$ cat src/rtl/fetch_unit.sv
// Instruction fetch stage: owns the PC, addresses a 1-cycle-latency ROM and
// presents one instruction per cycle, with LUT-based branch redirect and halt.
module fetch_unit #(
  parameter int PC_W = 10,
  parameter int INSTR_W = 9,
  parameter int LUT_W = 4,
  parameter logic [INSTR_W-1:0] HALT_INSTR = {INSTR_W{1'b1}}
) (
  input  logic               clk,
  input  logic               reset,
  input  logic               start,
  input  logic               stall,
  input  logic               branch_taken,
  input  logic [LUT_W-1:0]   branch_idx,
  input  logic               lut_we,
  input  logic [LUT_W-1:0]   lut_waddr,
  input  logic [PC_W-1:0]    lut_wdata,
  output logic [PC_W-1:0]    imem_addr,
  input  logic [INSTR_W-1:0] imem_data,
  output logic [INSTR_W-1:0] instr,
  output logic [PC_W-1:0]    pc,
  output logic               instr_valid,
  output logic               done,
  output logic [1:0]         dbg_state
);

  // Handshake: instr/pc are consumed in any cycle where instr_valid=1 and
  // stall=0; with stall=1 the presented instr/pc hold until consumed.
  typedef enum logic [1:0] {IDLE = 2'd0, FILL = 2'd1, RUN = 2'd2, HALT = 2'd3} state_t;

  state_t state, state_nx;
  logic [PC_W-1:0]    fetch_pc;
  logic [PC_W-1:0]    lut [2**LUT_W];
  logic [PC_W-1:0]    target;
  logic               squash;
  logic               hold_flag;
  logic [INSTR_W-1:0] hold_reg;
  logic [INSTR_W-1:0] cur_instr;
  logic               consume;
  logic               is_halt;
  logic               take_branch;

  assign imem_addr   = fetch_pc;
  assign instr_valid = (state == RUN) && !squash;
  // Once stalled, ROM data already moved on to the next word; show the held copy.
  assign cur_instr   = hold_flag ? hold_reg : imem_data;
  assign instr       = instr_valid ? cur_instr : '0;
  assign done        = (state == HALT);
  assign dbg_state   = state;

  assign consume     = instr_valid && !stall;
  assign is_halt     = consume && (cur_instr == HALT_INSTR);
  assign take_branch = consume && branch_taken && !is_halt;
  assign target      = (lut_we && (lut_waddr == branch_idx)) ? lut_wdata : lut[branch_idx];

  always_comb begin
    state_nx = state;
    case (state)
      IDLE: if (start) state_nx = FILL;
      FILL: state_nx = RUN;
      RUN:  if (is_halt) state_nx = HALT;
      HALT: if (start) state_nx = FILL;
      default: state_nx = IDLE;
    endcase
  end

  always_ff @(posedge clk) begin
    if (reset) begin
      state     <= IDLE;
      fetch_pc  <= '0;
      pc        <= '0;
      squash    <= 1'b0;
      hold_flag <= 1'b0;
      hold_reg  <= '0;
      for (int i = 0; i < 2**LUT_W; i++) lut[i] <= '0;
    end else begin
      state <= state_nx;
      if (lut_we) lut[lut_waddr] <= lut_wdata;
      case (state)
        IDLE: begin
          fetch_pc  <= '0;
          squash    <= 1'b0;
          hold_flag <= 1'b0;
        end
        FILL: begin
          fetch_pc <= fetch_pc + PC_W'(1);
          pc       <= fetch_pc;
        end
        RUN: begin
          if (squash) begin
            // Bubble after a redirect: target address is on the ROM this cycle.
            fetch_pc <= fetch_pc + PC_W'(1);
            pc       <= fetch_pc;
            squash   <= 1'b0;
          end else if (stall) begin
            if (!hold_flag) hold_reg <= imem_data;
            hold_flag <= 1'b1;
          end else begin
            hold_flag <= 1'b0;
            if (is_halt) begin
              fetch_pc <= fetch_pc;
            end else if (take_branch) begin
              fetch_pc <= target;
              squash   <= 1'b1;
            end else begin
              fetch_pc <= fetch_pc + PC_W'(1);
              pc       <= fetch_pc;
            end
          end
        end
        HALT: begin
          squash    <= 1'b0;
          hold_flag <= 1'b0;
          if (start) fetch_pc <= '0;
        end
        default: ;
      endcase
    end
  end

endmodule
$ cat config.mk
export PLATFORM = sky130hd
export DESIGN_NAME = fetch_unit
export DESIGN_NICKNAME = d
export VERILOG_FILES = /design/src/rtl/fetch_unit.sv
export SDC_FILE = /design/constraint.sdc
export NUM_CORES = 1
export LEC_CHECK = 0
export BUFFER_PORTS_ARGS = -buffer_cell sky130_fd_sc_hd__buf_2
export CORE_MARGIN = 5
export CORE_UTILIZATION = 60
export CTS_CLUSTER_DIAMETER = 60
export CTS_CLUSTER_SIZE = 28
export DETAILED_ROUTE_END_ITERATION = 12
export PLACE_DENSITY = 0.79
export SLEW_MARGIN = 20
export SYNTH_ARGS = -nofsm -noshare
export SYNTH_HDL_FRONTEND = slang
export SYNTH_SLANG_ARGS = --single-unit
export TNS_END_PERCENT = 5
$ cat constraint.sdc
create_clock -name clk -period 5.1 [get_ports clk]
set_clock_uncertainty 0.1 [all_clocks]
set_input_delay 0 -clock clk [delete_from_list [all_inputs] [get_ports clk]]
set_output_delay 0 -clock clk [all_outputs]
set_load 0.02 [all_outputs]
Yosys cells after proc, flatten, opt, wreduce, memory -nomap -nowiden
Memories as Yosys holds them, arrays and structs flattened.
Index checks and enable logic that the tools add are counted.

operators by class
  add/sub/neg operators = 1
  eq/ne operators = 12
  muxes and demuxes = 33
  bitwise operators = 1
  reductions and logical operators = 19

operator list
  kind                                           count
  two-way mux 10 bit                             11
  one-hot mux 10 bit (4 select lines)            1
  one-hot mux 10 bit (2 select lines)            1
  two-way mux 9 bit                              2
  two-way mux 1 bit                              12
  adder 10 x 1 -> 10 bit, second input constant  1
  OR reduction 10 bit                            1
  == test 9 bit, second input constant           1
  inequality test 3 bit, second input constant   3
  logical AND 1 bit                              6
  inequality test 2 bit, second input constant   3
  one-hot mux 2 bit (3 select lines)             1
  AND reduction 3 bit                            2
  == test 2 bit, second input constant           2
  == test 4 bit                                  1
  two-way mux 2 bit                              2
  two-way mux 4 bit                              1
  one-hot mux 1 bit (2 select lines)             2
  AND reduction 2 bit                            2
  AND reduction 4 bit                            1
  nonzero test 2 bit                             2
  zero test 1 bit                                3
  == test 2 x 1 -> 1 bit, second input constant  1
  zero test 2 bit                                1
  3 further kinds                                3

storage, ports and cells
  flip-flop bits (word level) = 33
  memory bits (writable) = 160
  input port bits = 33
  output and inout port bits = 33
  logic and storage cells = 73
  memories kept = 1

memory list
  name  depth  width  rd ports  clocked after memory_dff  wr ports  RTL line  RTL
  lut   16     10     1         0                         16        33        logic [PC_W-1:0] lut [2**LUT_W];

Longest topological paths before layout
Gate-level depths: netlist of run 1.

  depth in word-level cells = 11
  gate-level depth with buffers = 9
  mapped depth without buffers = 9

Worst setup path before layout of run 1
Ideal clock, no wire load.

  kind = reg2reg
  start point = register state[0] (netlist: dbg_state[0])
  end point = register fetch_pc[5] (netlist: imem_addr[5])
  library setup time = 0.085 ns
  arrival = 2.069 ns
  data required time = 4.915 ns
  setup slack = 2.846 ns
  stages on the path, launching flop included = 9
  path buffers = 0
  clock period less this slack = 2.254 ns
  cell sequence = dfxtp_1 inv_1 ha_1 nand3b_1 a21boi_0 nand3b_1 nor2_1 nand2_1 o221ai_1

between the ends
  cells in the longest elaborated chain, start to end = 11
  elaborated cells on any way between the ends = 19
  classes of those cells = eq/ne (6); mux (5); reduce/logical (8)

ends and longest elaborated chain
  what                                 RTL line  RTL
  start, declared                      31        state_t state, state_nx;
  start signal, assigned               77        state <= state_nx;
  == test 2 bit                        44, 79
  logical AND 1 bit                    44        assign instr_valid = (state == RUN) && !squash;
  logical AND 1 bit                    51        assign consume = instr_valid && !stall;
  logical AND 1 bit                    52        assign is_halt = consume && (cur_instr == HALT_INSTR);
  zero test 1 bit                      53        assign take_branch = consume && branch_taken && !is_halt;
  logical AND 1 bit                    53
  two-way mux 10 bit                   102       end else if (take_branch) begin
  two-way mux 10 bit                   100       if (is_halt) begin
  two-way mux 10 bit                   95        end else if (stall) begin
  two-way mux 10 bit                   90        if (squash) begin
  one-hot mux 10 bit (4 select lines)  79        case (state)
  end signal, assigned                 92        fetch_pc <= fetch_pc + PC_W'(1);
  end signal, assigned                 101       fetch_pc <= fetch_pc;
  end signal, assigned                 103       fetch_pc <= target;
  end, declared                        32        logic [PC_W-1:0] fetch_pc;

Several ways; a longest one is shown, not always the timed one. The select of a mux whose other input is x is not followed.
A chain may end at the register's enable or synchronous reset.

Worst setup path in the final report of run 1
  start point = register state[0] (netlist: dbg_state[0])
  end point = register fetch_pc[6] (netlist: imem_addr[6])

The elaborated chain is that of the path after synthesis.

==> flow_metrics.env, run 1 <==
export IMPL_ctsLongestPathBuffers=2
export IMPL_synth_top_area_frac=0.521
export IMPL_max_stage_delay_ps=460
export IMPL_core_um2=15100
export IMPL_drtIter0Drc=605
export IMPL_grt_overflow=0
export IMPL_detail_route_antenna_nets=0
export IMPL_grt_pass1_wl_um=33300
export IMPL_fin_crit_sh=0.541
export IMPL_cp_buffers_inverters=1
export IMPL_root_buffer="clkbuf_16"
export IMPL_htreeDepth=4
export IMPL_synth_cell_types=45
export IMPL_synth_edf_count=160
export IMPL_ir_drop_mv=0.241
export IMPL_max_freq_ghz=0.362
export IMPL_rsz0062_at_grt="false"
export IMPL_total_power_uw=3810
export IMPL_cts_buffers=17
export IMPL_drc_errors=0
export IMPL_largest_reg_flops=160
export IMPL_clock_sinks=193
export IMPL_crit_path_start_kind="flop"
export IMPL_place_gp_congestion=0.872
export IMPL_cts_resized=0
export IMPL_routed_via_density=6.19
export IMPL_arrival_ps=3000
export IMPL_ys_seq_elements=193
export IMPL_syn_avg_cell_area_um2=13.2
export IMPL_worstSetupPathType="reg -> reg"
export IMPL_antenna_found_initial=0
export IMPL_hold_ws_ps=27.5
export IMPL_max_cap_viol_count=0
export IMPL_vias=5904
export IMPL_syn_area_um2=9220
export IMPL_end_kind="flop"
export IMPL_layout_drive_gt1_share=0.210
export IMPL_row_count=45
export IMPL_synth_commonest_cells="and2_1, edfxtp_1, nor2_1"
export IMPL_synth_flop_cell="edfxtp_1"
export IMPL_timing_final_max_slew_violations=0
export IMPL_worstPathRequired_ps=5340
export IMPL_r2r_slack_ps=2340
export IMPL_power_density_nw_per_um2=368
export IMPL_path_cells="inv_1 > ha_1 > nand2b_1 > nor3_1 > o221ai_1 > a21oi_2 > o21ai_0 > o211ai_1"
export IMPL_synth_seq_area_share=0.593
export IMPL_first_pass_iters=5
export IMPL_synthesis_nets=739
export IMPL_io_pins=66
export IMPL_top_register="lut"
export IMPL_hp_class="in -> reg"
export IMPL_fill_cells=1039
export IMPL_area_growth_pct=12.3
export IMPL_slew_headroom=0.346
export IMPL_fin_nets=792
export IMPL_crit_fanout=12
export IMPL_clkSlewWorstSetupHoldPaths_ps=70
export IMPL_wl_per_cell_um=22.5
export IMPL_yosysTopAreaCell="edfxtp_1"
export IMPL_die_h_um=134
export IMPL_synthArstFlopShare=0
export IMPL_synth_area_top_cells="edfxtp_1, and2_1, mux4_2"
export IMPL_grt_max_degree=45
export IMPL_crit_slowest_cell="a21oi_2"
export IMPL_num_antenna_cells=0
export IMPL_track_usage=0.249
export IMPL_cp_top_family="compound AO/OA/AOI/OAI gates"
export IMPL_grt_pass1_vias=5864
export IMPL_tritoncts="done"
export IMPL_fin_crit_ps=2760
export IMPL_p_leak_uw=0.00383
export IMPL_portBuffers=65
export IMPL_yosysMostFrequentCell="and2_1"
export IMPL_dieArea_um2=17900
export IMPL_fp_dieW_um=134
export IMPL_finalHoldViolations=0
export IMPL_tightest_slew_ps=979
export IMPL_yosysWarningCount=0
export IMPL_drt_wl_total_um=21500
export IMPL_tns_ps=0
export IMPL_post_dp_hpwl_um=14100
export IMPL_synthCells=701
export IMPL_status="completed"
export IMPL_initial_core_util=0.609
export IMPL_setup_viol=0
export IMPL_worstSkewPairLatency_ps=430
-- where the power goes --
| group | switching (uW) | total, uW | internal [uW] | leakage, uW |
|---|---|---|---|---|
| Combinational | 352 | 576 | 224 | 0.00174 |
| Sequential | 50.1 | 1850 | 1800 | 0.00179 |
| Clock | 568 | 1380 | 817 | 0.000297 |
| Total | 970 | 3810 | 2840 | 0.00383 |
-- layout by cell type (no fill, tap or decap), types with 3 or more instances in the layout --
master	n
nand2b_1	7
xor2_1	3
ha_1	5
a21oi_1	23
nor3_1	11
edfxtp_1	160
o221ai_1	3
nand3_1	18
bufinv_16	4
clkbuf_16	17
mux2i_1	25
dfxtp_1	33
inv_1	9
nand2_1	38
o21ai_0	11
mux4_2	41
nor2_1	46
o2111ai_1	3
nand3b_1	5
mux4_1	6
nand4_1	3
dlygate4sd3_1	15
and2_1	161
o211ai_1	4
buf_4	4
clkinv_4	3
or2_2	16
buf_2	65
-- worst paths after layout --
kind                              startpoint           end  cells after the start
worst max-delay path            dbg_state[0]  imem_addr[6]                      8
worst min-delay path            lut_wdata[8]    lut[15][8]                      2
worst max register to register  dbg_state[0]  imem_addr[6]                      8
worst min register to register   hold_reg[2]   hold_reg[2]                      2
-- area by class of cell --
type | instances | area [um2] | share of cell area
clock buffers | 17 | 425 | 0.0411
well taps | 188 | 235 | 0.0227
clock inverters | 14 | 188 | 0.0181
multi-input cells | 449 | 3500 | 0.338
inverters | 9 | 33.8 | 0.00326
repair buffers | 84 | 505 | 0.0488
flip-flops and latches | 193 | 5470 | 0.528
-- metal layers --
metal	GRT usage	vias up	wire length [um]
met3	0.0525	39	1780
met5	0	-	0
met1	0.319	2932	8200
li1	-	2642	-
met2	0.421	291	11000
met4	0.0971	0	539
-- kinds of logic after synthesis --
kind of cell | synth area share
xor gates and xnor gates | 0.00380
muxes | 0.144
buffers and inverters | 0.0281
AOI/OAI and AO/OA | 0.0347
and+or+nand+nor | 0.190
DFF | 0.593
adders and majority gates | 0.00678
-- what timing repair did --
item	CTS	global route
endpoints found under the hold margin	31	0
hold buffers	15	0
setup buffers	0	0
-- stage by stage --
stage | utilization | instance area (um2) | cells | worst slack, ps
global placement | 0.633 | 9590 | 908 | 2380
CTS | 0.683 | 10300 | 954 | 2410
floorplan | - | 9220 | 701 | 2850
finish | 0.684 | 10400 | 954 | 2340
global route | 0.684 | 10400 | 954 | 2100
detailed placement | 0.633 | 9590 | 908 | 2320
Note: power is estimated with default switching activity, not from simulation.
==> run 2: changes to the inputs <==
Settings changed: CORE_UTILIZATION 60 to 55, PLACE_DENSITY 0.79 to 0.77.
Clock period 5.1 ns to 2.33 ns, I/O delays scaled along.
==> flow_metrics.env, run 2 (synthesized netlist as in run 1, its figures left out) <==
export IMPL_htreeDepth=4
export IMPL_core_um2=16500
export IMPL_final_area_um2=10600
export IMPL_met1Wirelength_um=8550
export IMPL_fp_dieW_um=139
export IMPL_slew_headroom=0.734
export IMPL_r2r_slack_ps=150
export IMPL_vias=5998
export IMPL_max_freq_ghz=0.458
export IMPL_clock_sinks=193
export IMPL_hp_class="in -> reg"
export IMPL_status="completed"
export IMPL_post_dp_hpwl_um=15000
export IMPL_path_cells="mux4_2 > mux4_2 > mux2i_1 > nor2_1 > a221o_1"
export IMPL_r2r_end="imem_addr[9]"
export IMPL_dr_wl_met3_um=2030
export IMPL_drtIter0Drc=641
export IMPL_reg2reg_depth=5
export IMPL_top_layer_used="met5"
export IMPL_rsz0062_at_grt="false"
export IMPL_grt_max_degree=35
export IMPL_worstPathRequired_ps=2560
export IMPL_p_int_uw=6000
export IMPL_antenna_found_initial=2
export IMPL_portBuffers=65
export IMPL_pwr_share_seq=0.500
export IMPL_arrival_ps=2410
export IMPL_first_pass_iters=5
export IMPL_pre_cts_slack_ps=39.8
export IMPL_cp_depth=5
export IMPL_switching_share=0.258
export IMPL_pwr_share_comb=0.167
export IMPL_initial_core_util=0.558
export IMPL_drt_wl_total_um=22000
export IMPL_crit_path_start_kind="flop"
export IMPL_ir_drop_mv=0.524
export IMPL_row_count=47
export IMPL_placedCellCount=966
export IMPL_max_stage_delay_ps=480
export IMPL_place_gp_congestion=0.897
export IMPL_routed_via_density=5.90
export IMPL_placed_area_um2=9860
export IMPL_stdcell_count=1016
export IMPL_p_leak_uw=0.00397
export IMPL_worst_slack_ps=148
export IMPL_track_usage=0.231
export IMPL_grt_pass1_wl_um=34200
export IMPL_r2r_start="lut[6][9]"
export IMPL_hold_ws_ps=9.79
export IMPL_setup_viol=0
export IMPL_ctsLongestPathBuffers=2
export IMPL_drc_errors=0
export IMPL_tightest_slew_ps=395
export IMPL_largest_reg_flops=160
export IMPL_timing_final_max_slew_violations=0
export IMPL_crit_fanout=1
export IMPL_multi_input_area_um2=3520
export IMPL_worstSetupPathType="reg -> reg"
export IMPL_finalHoldViolations=0
export IMPL_detail_route_antenna_nets=0
export IMPL_hp_start="lut_wdata[6]"
export IMPL_layout_drive_gt1_share=0.245
export IMPL_p_clk_frac=0.334
export IMPL_layout_common_cells="and2_1, edfxtp_1, buf_2"
export IMPL_max_cap_viol_count=0
export IMPL_layout_commonest_cell="and2_1"
export IMPL_worst_path_most_repeated_cell="mux4_2"
export IMPL_switching_power_uw=2080
export IMPL_clkSlewWorstSetupHoldPaths_ps=70
export IMPL_top_register="lut"
export IMPL_wl_met2_um=10900
export IMPL_grt_overflow=0
export IMPL_power_density_nw_per_um2=762
export IMPL_cp_top_family="multiplexers"
export IMPL_root_buffer="clkbuf_16"
export IMPL_grt_pass1_vias=5993
export IMPL_end_kind="flop"
export IMPL_dieArea_um2=19500
export IMPL_cp_buffers_inverters=0
export IMPL_die_h_um=139
export IMPL_cts_buffers=17
export IMPL_worstSkewPairLatency_ps=430
export IMPL_wl_per_cell_um=21.7
export IMPL_hold_end="imem_addr[6]"
export IMPL_fin_crit_ps=2180
export IMPL_min_path_cells=3
export IMPL_crit_slowest_cell="mux4_2"
export IMPL_fill_cells=1158
export IMPL_fin_nets=821
export IMPL_fin_crit_sh=0.937
export IMPL_tns_ps=0
export IMPL_num_antenna_cells=0
export IMPL_final_seq_area_um2=5470
export IMPL_tritoncts="done"
export IMPL_io_pins=66
export IMPL_area_growth_pct=14.9
==> run 2: cell types whose count changed in the layout (fill, tap and decap cells not counted), sizes merged <==
cell | before | now
buf | 69 | 99
inv | 11 | 9
clkinv | 6 | 5
dlygate4sd3 | 15 | 14
bufinv | 4 | 0
clkbuf | 17 | 27
clkinvlp | 2 | 0
==> run 2: power groups by stage <==
| stage | sequential [uW] | combinational, uW | clock [uW] |
|---|---|---|---|
| 2_1_floorplan | 4110 | 864 | 0 |
| 3_3_place_gp | 4090 | 1270 | 0 |
| 3_5_place_dp | 4110 | 1300 | 0 |
| 4_1_cts | 4040 | 1320 | 2700 |
| 5_1_grt | 4050 | 1450 | 2850 |
| 6_report | 4040 | 1350 | 2700 |
==> run 2: what timing repair did <==
| item | 4_1_cts | 5_1_grt |
|---|---|---|
| resized for setup | 0 | 8 |
| setup buffers | 0 | 4 |
| endpoints found under the hold margin | 15 | 0 |
| endpoints found under the setup margin | 0 | 17 |
| hold buffers | 14 | 0 |
==> run 2: area by class of cell <==
type / instances / share of cell area
flip-flops and latches: 193 / 0.516
multi-input cells: 449 / 0.332
repair buffers: 113 / 0.0715
clock buffers: 27 / 0.0485
well taps: 220 / 0.0260
inverters: 9 / 0.00319
clock inverters: 5 / 0.00272
==> run 2: metal layers <==
layer / vias up / track usage
met5: - / 0
met4: 4 / 0.0762
met3: 40 / 0.0580
met2: 306 / 0.383
met1: 2943 / 0.302
li1: 2705 / -
==> run 2: tightest hold or removal path, stage by stage <==
cell	delay, ps
buf_2	210
mux2i_1	170
o211ai_1	100
==> run 2: how the worst max path moves through the flow <==
stage,from,endpoint,slack [ps]
floorplan,dbg_state[0],imem_addr[5],80
global placement,dbg_state[1],imem_addr[6],190
detailed placement,dbg_state[1],imem_addr[6],40
CTS,dbg_state[1],imem_addr[6],20
global route,dbg_state[1],imem_addr[2],2
finish,lut[6][9],imem_addr[9],150
==> run 2: metrics by stage <==
step,utilization,total power (uW)
2_1_floorplan,-,4970
3_3_place_gp,0.597,5360
3_5_place_dp,0.597,5410
4_1_cts,0.638,8060
5_1_grt,0.641,8360
6_report,0.641,8080
